==> config.mk <==
export PLATFORM = sky130hd
export DESIGN_NAME = vga_row_packer
export DESIGN_NICKNAME = d
export VERILOG_FILES = /design/src/rtl/vga_pkg.sv /design/src/rtl/vga_row_packer.sv
export SDC_FILE = /design/constraint.sdc
export NUM_CORES = 1
export LEC_CHECK = 0
export CAP_MARGIN = 20
export CORE_AREA = 2 2 198 200
export DETAILED_ROUTE_END_ITERATION = 6
export DIE_AREA = 0 0 200 202
export DONT_BUFFER_PORTS = 1
export HOLD_SLACK_MARGIN = 0.06
export PLACE_DENSITY = 0.69
export SYNTH_ARGS = -nofsm -noshare
export SYNTH_HDL_FRONTEND = slang
export SYNTH_SLANG_ARGS = --single-unit
==> constraint.sdc <==
create_clock -name clk -period 5.45 [get_ports clk]
set_input_delay 0.545 -clock clk [delete_from_list [all_inputs] [get_ports clk]]
set_output_delay 0.545 -clock clk [all_outputs]
set_load 0.02 [all_outputs]
==> src/rtl/vga_pkg.sv <==
// vga_pkg: row geometry and shared types for the VGA row interface
package vga_pkg;
   localparam int WORD_W        = 16;
   localparam int WORDS_PER_ROW = 30;
   localparam int ROW_W         = WORD_W * WORDS_PER_ROW;
   localparam int ROWS          = 480;
   typedef enum logic {FILL, FULL} row_state_t;
   typedef logic [9:0] row_idx_t;
endpackage

==> src/rtl/vga_row_packer.sv <==
// vga_row_packer: packs 16-bit pixel words into a 480-bit row held until acknowledged
module vga_row_packer #(
   parameter  int WORD_W        = vga_pkg::WORD_W,
   parameter  int WORDS_PER_ROW = vga_pkg::WORDS_PER_ROW,
   parameter  int ROWS          = vga_pkg::ROWS,
   localparam int ROW_W         = WORD_W * WORDS_PER_ROW
) (
   input  logic              clk,
   input  logic              rst,
   input  logic              sof,
   input  logic              in_valid,
   input  logic [WORD_W-1:0] in_word,
   output logic              in_ready,
   input  logic              row_ack,
   output logic [ROW_W-1:0]  StorageBytes,
   output logic              finished,
   output logic [9:0]        row_index,
   output logic              frame_done
);
   import vga_pkg::*;
   localparam int IDX_W = $clog2(WORDS_PER_ROW);
   row_state_t       state, state_n;
   logic [IDX_W-1:0] word_idx, widx;
   logic             accept, last_word, ack;
   assign in_ready = state == FILL;
   assign finished = state == FULL;
   // sof restarts the row, so a word arriving with it lands in slice 0
   always_comb begin
      accept    = in_valid && in_ready;
      widx      = sof ? '0 : word_idx;
      last_word = widx == IDX_W'(WORDS_PER_ROW - 1);
      ack       = finished && row_ack && !sof;
      state_n   = (accept && last_word) ? FULL : (sof || ack) ? FILL : state;
   end
   always_ff @(posedge clk) begin
      if (rst) begin
         state        <= FILL;
         word_idx     <= '0;
         row_index    <= '0;
         StorageBytes <= '0;
         frame_done   <= 1'b0;
      end else begin
         state      <= state_n;
         frame_done <= ack && row_index == row_idx_t'(ROWS - 1);
         if (accept) StorageBytes[int'(widx) * WORD_W +: WORD_W] <= in_word;
         if (accept) word_idx <= last_word ? '0 : widx + 1'b1;
         else if (sof) word_idx <= '0;
         if (sof) row_index <= '0;
         else if (ack) row_index <= (row_index == row_idx_t'(ROWS - 1)) ? '0 : row_index + 1'b1;
      end
   end
endmodule

# After elaboration in Yosys (flattened, before gate mapping)

Index checks and enable logic that the tools add are counted.

Flip-flop bits (word level): 497
Input bits: 21
Output and inout port bits: 493
Word-level logic and storage cells: 29

$add $sub $neg: 3
Eq/ne operators: 2
Shift-type cells: 2
Mux-type cells: 7
Bitwise logic cells: 1
Reduce and logical (&&, ||, !) cells: 9

Operators by type and width:

| kind                                                                      | count |
|---|---|
| 480-bit bitwise mux                                                       | 1 |
| 16-bit by 33-bit variable shift with 480-bit output, first input constant | 1 |
| 16-bit by 33-bit indexed part select with 480-bit output                  | 1 |
| 9-bit negation with 33-bit output                                         | 1 |
| 5-bit 2-to-1 mux                                                          | 3 |
| 10-bit by 1-bit adder with 10-bit output, second input constant           | 1 |
| 10-bit by 9-bit == test with 1-bit output, second input constant          | 1 |
| 10-bit 2-to-1 mux                                                         | 1 |
| 5-bit by 1-bit adder with 5-bit output, second input constant             | 1 |
| 5-bit == test, second input constant                                      | 1 |
| 1-bit logical AND                                                         | 5 |
| 1-bit 2-to-1 mux                                                          | 2 |
| 2-bit nonzero test                                                        | 1 |
| 2-bit OR reduction                                                        | 1 |
| 1-bit logical NOT                                                         | 1 |
| 1-bit logical OR                                                          | 1 |
| 1-bit NOT                                                                 | 1 |

# Depth between registers and ports, before layout

Depth after elaboration: 5
Mapped depth: 16
Depth with buffers taken out: 10

# Worst setup path before layout

No wires, ideal clock.

Path type: input to register
From: in sof
To: reg StorageBytes[378]
Setup time: 0.072 ns
Arrival: 4.044 ns
Required time: 5.378 ns
Slack: 1.335 ns
Stages on the path: 14
Path buffers: 5
Cells stage by stage: clkbuf_1 -> inv_2 -> nand2_1 -> clkbuf_1 -> ha_1 -> clkbuf_1 -> o21a_1 -> ha_1 -> clkbuf_1 -> nor4b_1 -> nand2_1 -> nor4_2 -> buf_4 -> mux2i_1

Cells in the longest elaborated chain, start to end: 4
Elaborated cells on any way between the ends: 5
Classes of those cells: add/sub: 1; shift: 2; mux: 2

Ends and longest elaborated chain:

| what                                                                                                                            | line                 | text |
|---|---|---|
| start: declaration                                                                                                              | vga_row_packer.sv:10 | `input logic sof,` |
| 5-bit 2-to-1 mux (*)                                                                                                            | n/a                  |  |
| 9-bit negation with 33-bit output (*)                                                                                           | vga_row_packer.sv:45 | `if (accept) StorageBytes[int'(widx) * WORD_W +: WORD_W] <= in_word;` |
| 16-bit by 33-bit indexed part select with 480-bit output or 16-bit by 33-bit variable shift with 480-bit output (tied branches) | vga_row_packer.sv:45 |  |
| 480-bit bitwise mux (*)                                                                                                         | vga_row_packer.sv:45 |  |
| end signal: indexed assignment                                                                                                  | vga_row_packer.sv:45 |  |
| end: declaration                                                                                                                | vga_row_packer.sv:15 | `output logic [ROW_W-1:0] StorageBytes,` |

Every way passes the cells marked *; elsewhere a longest branch is shown, timed or not.
A chain may end at the register's enable or synchronous reset.

# Worst setup path in the final report

From: reg word_idx[0]
To: reg StorageBytes[400]

Cells in the longest elaborated chain, start to end: 4
Elaborated cells on any way between the ends: 5
Classes of those cells: add/sub: 1; shift: 2; mux: 2

Ends and longest elaborated chain:

| what                                                                                                                            | line                 | text |
|---|---|---|
| start: declaration                                                                                                              | vga_row_packer.sv:23 | `logic [IDX_W-1:0] word_idx, widx;` |
| start signal: assignment                                                                                                        | vga_row_packer.sv:46 | `if (accept) word_idx <= last_word ? '0 : widx + 1'b1;` |
| 5-bit 2-to-1 mux (*)                                                                                                            | n/a                  |  |
| 9-bit negation with 33-bit output (*)                                                                                           | vga_row_packer.sv:45 |  |
| 16-bit by 33-bit indexed part select with 480-bit output or 16-bit by 33-bit variable shift with 480-bit output (tied branches) | vga_row_packer.sv:45 |  |
| 480-bit bitwise mux (*)                                                                                                         | vga_row_packer.sv:45 |  |

Marked as above.

==> summary.md <==
| Metric | Value |
|---|---|
| Slew margin rel. | -0.0893 |
| Estimated wirelength of the detail-placed design | 42.9 mm |
| DIE HEIGHT | 202 um |
| Fin crit share | 0.772 |
| Worst-path maximum fanout | 19 |
| Vias in the first global route | 14939 |
| Maxcap violations | 0 |
| Netlist cell types | 56 |
| Ys async rst share | 0 |
| Layout cells sized above 1 | 0.0775 |
| Max-slew violation count | 120 |
| Yosys reg bits | 497 |
| Worst IR drop on VDD | 0.000234 V |
| Hold-fix buffers, CTS | 4 |
| Final Hold Viols | 0 |
| Post-DRT Antenna Nets | 0 |
| Placed cell count | 2513 |
| Final wirelength | 66.9 mm |
| 1st-pass router iterations | 6 |
| Synthesized cell area | 19900 um^2 |
| Largest net degree at the start of global routing | 463 |
| Routability cong. | 0.875 |
| CP required | 5.94 ns |
| Total Routing Usage GR | 0.320 |
| Post-layout util | 0.567 |
| Startpoint type of the worst setup path | flop |
| Top post-synthesis cells by area | dfxtp_1 (50%), mux2i_1 (9.3%), nand2b_1 (6.4%) |
| Yosys warning count | 0 |
| CP Capture Type | flop |
| CTS max path bufs | 3 |
| TNS Setup | 0 ns |
| Final setup fails | 0 |
| Latest clock arrival within the worst-skew pair | 0.60 ns |
| Via count | 15761 |
| Most common cell in the netlist | dfxtp_1 |
| Achievable Freq | 238 MHz |
| Starting DRT DRC Count | 1346 |
| Antenna Cells | 0 |
| Post-route DRC | 0 |
| Vias per inst | 6.04 |
| Routed WL per cell | 25.6 um |
| Worst-margin pin slew | 1.63 ns |
| Slowest-stage cell, CP | or4b_2 |
| Slowest stage delay, CP | 0.98 ns |
| Post-CTS Resized | 0 |
| Finished Layout Cells | 2608 |
| Starting Density | 0.520 |
| First-pass GRT wire length | 97.1 mm |
| Hold Crit Class | in -> reg |
| TritonCTS Buffers | 51 |
| Root buffer cell | clkbuf_16 |
| GR Overflow Total | 0 |
| CTS clk-pin slew, worst paths | 0.06 ns |
| Most common library cells after synthesis | dfxtp_1 (497), nand2_1 (208), nand2b_1 (204) |
| Failing checks | max-slew violations |
| Tot Pwr | 7.25 mW |
| Ys flop type | dfxtp_1 |
| Post-Syn Area per Cell | 9.17 um^2 |
| Die area | 40400 um^2 |
| Syn nets | 2196 |
| Worst clock skew | 0.0155 ns |
| Post-synthesis sequential area ratio | 0.500 |
| CTS H-Tree Depth | 2 |
| Postcts setup bufs | 0 |
| I/O pin count | 514 |
| Core Area | 38300 um^2 |
| Status | complete, but fails checks |
| RSZ-0062 raised after global routing | false |
| CTS tree | done |
| Syn-to-layout area delta | 9.12% |
| EDFF count, synth | 0 |
| Die X | 200 um |
| Critical Path AT | 4.70 ns |
| Initial antenna violation count | 5 |
| Cells after synthesis | 2170 |
| Post-synth top area share | 0.500 |
| Synth area leader | dfxtp_1 |
| Clock sinks | 497 |
| Final Critical Period | 4.21 ns |
| Pleak | 7.66 nW |
| # rows | 72 |
| Setup CP Type | reg -> reg |
| PwrDens | 334 nW/um^2 |
| Port bufs | 0 |
| Final net count | 2080 |
| Crit-path cells | nand2_1 > ha_2 > o21a_1 > ha_1 > inv_1 > nand3_1 > or4b_2 > or2_2 > a21oi_1 |
-- area by class of cell --
type / instances / area [um^2]
Clock inverter: 10 / 87.6
Multi-Input combinational cell: 1463 / 9200
Tap cell: 518 / 648
Sequential cell: 497 / 9950
Fill cell: 3395 / 16600
Inverter: 6 / 22.5
Timing Repair Buffer: 35 / 289
Clock buffer: 79 / 1510
-- cell families (layout without fill, tap and decap cells) --
logic type               after synthesis  count (layout)  share of synthesized area
buffers and inverters                210             130                     0.0419
multiplexers                         194             194                     0.0981
adder cells (fa/ha/maj)                5               5                    0.00314
AO/OA/AOI/OAI                        310             310                     0.0876
AND/OR/NAND/NOR                      942             942                      0.264
XOR/XNOR                              12              12                    0.00528
flip-flops                           497             497                      0.500
-- worst paths after layout --
path | slack (ns) | start | to | cells past startpoint
worst min-delay path | 0.11 | in_word[4] | StorageBytes[324] | 2
worst max register to register | 1.24 | word_idx[0] | StorageBytes[400] | 9
worst min register to register | 0.55 | StorageBytes[340] | StorageBytes[340] | 2
worst max-delay path | 1.24 | word_idx[0] | StorageBytes[400] | 9
-- layer usage --
layer,vias up,GRT usage,share of wire
met5,-,0,0
met3,173,0.121,0.12
met1,7521,0.385,0.38
li1,7261,-,-
met4,0,0.150,0.047
met2,806,0.506,0.46
-- worst max-delay path, delay by kind of cell, from the launching register on --
family,cells,cell delay (ns)
flops,1,0.67
fa+ha+maj,2,0.86
compound gates,2,0.28
simple gates,4,2.01
buf+inv,1,0.27
-- report_power, final --
part           internal (mW)  leakage (nW)  switching (mW)  total (mW)
logic                 0.0770          2.88           0.124       0.201
clock network           1.95         0.781            1.44        3.39
registers               3.64          4.00          0.0185        3.66
-- cells in the final DEF, fill, tap and decap left out, types with 18 or more instances in the layout --
cell type	synthesis	final
nand2_1	208	208
o31ai_1	49	49
buf_4	5	29
nor3_1	21	18
o21ai_0	144	144
nand3b_1	108	108
a21oi_1	93	93
or3_1	22	22
dfxtp_1	497	497
nand4_1	39	39
nand3_1	154	154
clkbuf_16	0	53
mux2i_1	185	185
nor2_1	85	82
nand2b_1	204	204
-- sequential cells by signal, summed over array words and instances (netlist names) --
register and count:
word_idx 5, StorageBytes 480, finished 1, row_index 10, frame_done 1
-- through the flow --
stage               hold slack (ns)  area (um^2)  setup slack, ns
floorplan                     0.530        19900             1.33
global placement              0.536        20000             1.44
detailed placement            0.544        20000             1.28
CTS                          0.0744        21700             1.28
global route                 0.0976        21700            0.858
finish                        0.106        21700             1.24
(Power assumes the default switching activity.)
